==> src/rtl/div_ctrl_pkg.sv <==
// Shared types and constants for the multi-cycle divide sequencer.
package div_ctrl_pkg;

   // Divider sequencer states
   typedef enum logic [1:0] {
      DIV_IDLE,
      DIV_ZERO,
      DIV_ON,
      DIV_END
   } div_state_t;

   // Iteration count and matching counter width
   localparam int DIV_CYCLES = 32;
   localparam int DIV_CNT_W  = 6;

   // Execute-stage operations relevant to the HI/LO unit
   typedef enum logic [3:0] {
      OP_NOP,
      OP_MULT,
      OP_MULTU,
      OP_DIV,
      OP_DIVU,
      OP_MTHI,
      OP_MTLO
   } oper_t;

endpackage

==> src/rtl/div_step.sv <==
// One radix-2 restoring division step: shift {rem, dvd} left, trial-subtract
// the divisor, and shift the resulting quotient bit into the dividend.
module div_step #(
   parameter int W = 32
) (
   input  logic [W-1:0] rem_i,
   input  logic [W-1:0] dvd_i,
   input  logic [W-1:0] dsr_i,
   output logic [W-1:0] rem_o,
   output logic [W-1:0] dvd_o
);

   logic [W:0] shifted;
   logic [W:0] diff;
   logic       ge;

   // Trial subtraction; the partial remainder is always below the divisor,
   // so the kept value fits in W bits.
   always_comb begin
      shifted = {rem_i, dvd_i[W-1]};
      diff    = shifted - {1'b0, dsr_i};
      ge      = (shifted >= {1'b0, dsr_i});
      rem_o   = ge ? diff[W-1:0] : shifted[W-1:0];
      dvd_o   = {dvd_i[W-2:0], ge};
   end

endmodule

==> src/rtl/div_ctrl.sv <==
// DIV/DIVU sequencer: latches operands, iterates a restoring divider for
// DATA_W cycles while stalling the pipeline, then presents quotient (LO)
// and remainder (HI) until ex drops its request.
module div_ctrl
   import div_ctrl_pkg::*;
#(
   parameter int DATA_W = DIV_CYCLES,
   parameter int CNT_W  = DIV_CNT_W
) (
   input  logic              clk,
   input  logic              rst,
   input  logic              start_i,
   input  logic              signed_i,
   input  logic [DATA_W-1:0] dividend_i,
   input  logic [DATA_W-1:0] divisor_i,
   input  logic              annul_i,
   output logic              stall_o,
   output logic              ready_o,
   output logic [DATA_W-1:0] quotient_o,
   output logic [DATA_W-1:0] remainder_o
);

   localparam logic [CNT_W-1:0] LAST_CNT = CNT_W'(DATA_W - 1);

   div_state_t        state_q, state_d;
   logic [CNT_W-1:0]  cnt_q, cnt_d;
   logic [DATA_W-1:0] rem_q, rem_d;
   logic [DATA_W-1:0] dvd_q, dvd_d;
   logic [DATA_W-1:0] dsr_q, dsr_d;
   logic              q_neg_q, q_neg_d;
   logic              r_neg_q, r_neg_d;
   logic [DATA_W-1:0] quot_q, quot_d;
   logic [DATA_W-1:0] remo_q, remo_d;
   logic              ready_q, ready_d;

   logic [DATA_W-1:0] step_rem;
   logic [DATA_W-1:0] step_dvd;

   div_step #(.W(DATA_W)) u_step (
      .rem_i (rem_q),
      .dvd_i (dvd_q),
      .dsr_i (dsr_q),
      .rem_o (step_rem),
      .dvd_o (step_dvd)
   );

   // State and datapath registers; reset clears everything immediately
   always_ff @(posedge clk or posedge rst) begin
      if (rst) begin
         state_q <= DIV_IDLE;
         cnt_q   <= '0;
         rem_q   <= '0;
         dvd_q   <= '0;
         dsr_q   <= '0;
         q_neg_q <= 1'b0;
         r_neg_q <= 1'b0;
         quot_q  <= '0;
         remo_q  <= '0;
         ready_q <= 1'b0;
      end else begin
         state_q <= state_d;
         cnt_q   <= cnt_d;
         rem_q   <= rem_d;
         dvd_q   <= dvd_d;
         dsr_q   <= dsr_d;
         q_neg_q <= q_neg_d;
         r_neg_q <= r_neg_d;
         quot_q  <= quot_d;
         remo_q  <= remo_d;
         ready_q <= ready_d;
      end
   end

   // Next-state logic, operand capture, iteration and sign fix-up
   always_comb begin
      state_d = state_q;
      cnt_d   = cnt_q;
      rem_d   = rem_q;
      dvd_d   = dvd_q;
      dsr_d   = dsr_q;
      q_neg_d = q_neg_q;
      r_neg_d = r_neg_q;
      quot_d  = quot_q;
      remo_d  = remo_q;
      ready_d = ready_q;

      case (state_q)
         DIV_IDLE: begin
            if (start_i) begin
               // Signed operands are reduced to magnitudes; the signs are
               // reapplied once the unsigned result is known.
               if (signed_i) begin
                  dvd_d   = dividend_i[DATA_W-1] ? (~dividend_i + 1'b1) : dividend_i;
                  dsr_d   = divisor_i[DATA_W-1]  ? (~divisor_i  + 1'b1) : divisor_i;
                  q_neg_d = dividend_i[DATA_W-1] ^ divisor_i[DATA_W-1];
                  r_neg_d = dividend_i[DATA_W-1];
               end else begin
                  dvd_d   = dividend_i;
                  dsr_d   = divisor_i;
                  q_neg_d = 1'b0;
                  r_neg_d = 1'b0;
               end
               rem_d   = '0;
               cnt_d   = '0;
               state_d = (divisor_i == '0) ? DIV_ZERO : DIV_ON;
            end
         end
         DIV_ZERO: begin
            // Divide-by-zero yields a defined all-zero result
            quot_d  = '0;
            remo_d  = '0;
            ready_d = 1'b1;
            state_d = DIV_END;
         end
         DIV_ON: begin
            rem_d = step_rem;
            dvd_d = step_dvd;
            cnt_d = cnt_q + 1'b1;
            if (cnt_q == LAST_CNT) begin
               quot_d  = q_neg_q ? (~step_dvd + 1'b1) : step_dvd;
               remo_d  = r_neg_q ? (~step_rem + 1'b1) : step_rem;
               ready_d = 1'b1;
               state_d = DIV_END;
            end
         end
         DIV_END: begin
            // Hold the result until ex withdraws its request
            if (!start_i) begin
               quot_d  = '0;
               remo_d  = '0;
               ready_d = 1'b0;
               state_d = DIV_IDLE;
            end
         end
         default: begin
            state_d = DIV_IDLE;
         end
      endcase

      // A flush wins over everything, including a same-cycle request
      if (annul_i) begin
         state_d = DIV_IDLE;
         cnt_d   = '0;
         quot_d  = '0;
         remo_d  = '0;
         ready_d = 1'b0;
      end
   end

   // Stall while a divide is being requested or is in progress
   always_comb begin
      stall_o = 1'b0;
      if (!rst && !annul_i) begin
         case (state_q)
            DIV_IDLE: stall_o = start_i;
            DIV_ZERO: stall_o = 1'b1;
            DIV_ON:   stall_o = 1'b1;
            default:  stall_o = 1'b0;
         endcase
      end
   end

   assign ready_o     = ready_q;
   assign quotient_o  = quot_q;
   assign remainder_o = remo_q;

endmodule
==> config.mk <==
export PLATFORM = sky130hd
export DESIGN_NAME = div_ctrl
export DESIGN_NICKNAME = d
export VERILOG_FILES = /design/src/rtl/div_ctrl_pkg.sv /design/src/rtl/div_step.sv /design/src/rtl/div_ctrl.sv
export SDC_FILE = /design/constraint.sdc
export NUM_CORES = 1
export LEC_CHECK = 0
export ABC_AREA = 1
export BUFFER_PORTS_ARGS = -buffer_cell sky130_fd_sc_hd__buf_2
export CAP_MARGIN = 0
export CORE_MARGIN = 5
export CORE_UTILIZATION = 55
export DETAILED_ROUTE_END_ITERATION = 10
export PLACE_DENSITY = 0.77
export SLEW_MARGIN = 25
export SYNTH_ARGS = -nofsm -noshare
export SYNTH_HDL_FRONTEND = slang
export SYNTH_HIERARCHICAL = 1
export SYNTH_SLANG_ARGS = --single-unit
export TNS_END_PERCENT = 50
==> constraint.sdc <==
create_clock -name clk -period 5.9 [get_ports clk]
set_input_delay 0.295 -clock clk [delete_from_list [all_inputs] [get_ports clk]]
set_output_delay 0.295 -clock clk [all_outputs]
set_load 0.1 [all_outputs]
==> metrics <==
Hold Fails Final Rpt=0; area grow syn2layout=8.32%; post-synthesis xor/xnor area fraction=0.0319; final worst path period share=0.670; dpl ws=2.01 ns; MaxCap Viol Count=0; setup_tns=0 ns; Crit Path Max Fanout=36; Routed Antenna Nets=0; initial core utilization=0.557; clock transition at the registers of the reported paths=0.08 ns; CORE AREA=25100 um^2; Congestion Overflow GR=0; post-synthesis instance total=2247; crit path launch type=flop; Die Y=170 um; H-tree depth=4; Routed wire per std cell=17.6 um; measured slew at the worst slew-check pin=0.895 ns; Worst Setup Path Type=reg2reg; minimum clock period=3.95 ns; max layer used=met4; Synth Area per Inst=6.23 um^2; Async S/R FF share, synth=1.00; post-CTS resize count=0; pin count of the biggest net entering global routing=67; simple-gate share of the synthesized area=0.400; number of synthesized flops with an enable pin=0; DRT iter0 DRCs=1756; placed insts=2623; Syn Nets=about 2400; CTS Buffer Depth=2; post-synthesis mux area share=0; Synth Register Bits=approximately 170; GR Util All Layers=0.327; Setup Skew=approximately 0.018 ns; Die Area=28700 um^2; Post-Synth Adder-Cell Area=0.0381; synth warn=6; vias in the first global route=13800; detailed-routed wire length on met2=~20 mm; DRC viols=0; run status=complete, no violations; worst setup margin=just under 2 ns; port buffer count=134; WP data arrival=4.33 ns; diodes inserted=0; met3 routed wirelength=approximately 4.4 mm; clk_lat worst skew=between 0.4 and 0.5 ns; Compound-Gate Fraction of Synth Area=0.0998; main combinational cell family by area after synthesis=simple AND/OR/NAND/NOR gates; nets@finish=approximately 2400; WP data required=~6.3 ns; setup repair bufs after CTS=0; final slew viol count=0; Die Wd=~170 um; sequential area share after synthesis=0.306; Netlist cell types=46; Max-slew headroom=0.400; Synth Flop Type=dfrtp_1; via count=around 15000; FMAX=about 0.25 GHz; Setup crit end kind=flop; final wirelength=46.8 mm; setup violators final=0; RSZ-0062 raised after global routing=no; worst hold path class=in2reg; gp weighted congestion=0.978; synthesized cell area=14000 um^2; CTS Buf Count=17; DR pass1 iterations=6; Row Count=between 50 and 60; Final Non-Filler Cells=around 2700; clock sink count=171; IO Pins=135; WL met1=21.6 mm; vias per cell=5.56; CTS tree=done; # hold bufs at CTS=1; HPWL Detailed=roughly 36 mm; initial antenna violation count=1; fraction of layout instances using a drive strength above 1=0.0937; first-pass GRT wire length=around 75 mm; CTS root buffer=clkbuf_16
[cells in the mapped netlist (all sizes together) (16+ instances only)]
cell / count / share of area
nand2: 819 / 0.22
inv: 295 / 0.079
nor2: 224 / 0.063
nand3: 215 / 0.082
dfrtp: 171 / 0.31
o21ai: 133 / 0.048
a21oi: 80 / 0.029
buf: 72 / 0.037
xor2: 50 / 0.031
ha: 41 / 0.037
o31ai: 32 / 0.017
clkbuf: 29 / 0.0079
nand4: 26 / 0.012
nand3b: 16 / 0.0086
[flip-flops by register name, indices dropped and copies added (netlist names)]
signal       count
quotient_o      32
rem_q           32
dsr_q           32
r_neg_q          1
remainder_o     32
cnt_q            6
state_q          2
q_neg_q          1
ready_o          1
dvd_q           32
[routing by layer]
metal / GRT usage / vias up
met5: 0 / -
met4: 0.0693 / 0
met3: 0.0608 / 49
met2: 0.495 / 624
met1: 0.490 / 6924
li1: - / 7179
[kinds of logic after synthesis]
logic type | after synthesis
AO/OA/AOI/OAI | 256
buffers and inverters | 398
adder cells (fa/ha/maj) | 42
AND/OR/NAND/NOR | 1329
XOR/XNOR | 51
flip-flops | 171
[area by class of cell]
class                      instances  area, um^2
timing repair buffer             148         778
multi-input combinational       1678        7970
sequential                       171        4280
clock inverter                    15         173
inverter                         297        1120
clock buffer                      17         425
tap                              330         413
fill                            2524        9950
[final timing paths]
path / from / to / slack (ns) / cells after the start
min reg2reg: remainder_o[3]$_DFFE_PP0P_ / remainder_o[3]$_DFFE_PP0P_ / 0.48 / 2
max in group asynchronous: rst / remainder_o[12]$_DFFE_PP0P_ / 4.16 / 4
min: dividend_i[0] / dvd_q[0]$_DFFE_PP0P_ / 0.14 / 3
min in group asynchronous: rst / dsr_q[22]$_DFFE_PP0N_ / 0.47 / 3
max: rem_q[11]$_DFFE_PP0P_ / remainder_o[20]$_DFFE_PP0P_ / 1.95 / 23
max reg2reg: rem_q[11]$_DFFE_PP0P_ / remainder_o[20]$_DFFE_PP0P_ / 1.95 / 23
[cells in the final DEF, fill, tap and decap left out, types with 5 or more instances in the layout]
| master | Yosys | layout |
|---|---|---|
| o31ai_1 | 32 | 32 |
| buf_4 | 35 | 13 |
| ha_1 | 41 | 41 |
| nand4_1 | 26 | 26 |
| a21oi_1 | 79 | 79 |
| dfrtp_1 | 171 | 171 |
| inv_1 | 291 | 290 |
| nor2_1 | 217 | 217 |
| nand3_2 | 11 | 11 |
| nand3_1 | 203 | 203 |
| o21ai_0 | 102 | 102 |
| inv_6 | 0 | 6 |
| buf_2 | 20 | 134 |
| nor3_1 | 11 | 11 |
| nand2_1 | 812 | 812 |
| xor2_1 | 50 | 50 |
| and2_1 | 10 | 10 |
| nand3b_1 | 16 | 16 |
| o21ai_1 | 30 | 30 |
| nand2_2 | 5 | 5 |
| clkbuf_16 | 0 | 17 |
[critical path, stage by stage (launching register included)]
cell,delay [ns]
dfrtp_1,0.44
ha_1,0.39
nand2_1,0.15
inv_1,0.05
nand2_1,0.06
nand2_1,0.08
nand2_1,0.07
nand2_1,0.07
inv_1,0.08
nand2_2,0.08
nand2_4,0.36
nand2_8,0.30
nand2_1,0.12
o21ai_0,0.08
inv_1,0.14
ha_1,0.19
nand3_1,0.12
nor2_1,0.35
nand3b_1,0.19
nand2_2,0.20
nand2_1,0.10
nand2_1,0.06
nand2_1,0.05
o21ai_1,0.13
[metrics by stage]
| stage | util | area (um^2) | hold WS, ns |
|---|---|---|---|
| after detailed placement | 0.580 | 14600 | 0.427 |
| after global routing | 0.604 | 15200 | 0.135 |
| after global placement | 0.580 | 14600 | 0.425 |
| final | 0.604 | 15200 | 0.139 |
| after CTS | 0.604 | 15200 | 0.126 |
| after floorplan | - | 14000 | 0.392 |
Power is left out: the tool's default activity adds up to more than one toggle a clock period on the data nets, which glitch-free logic cannot reach.
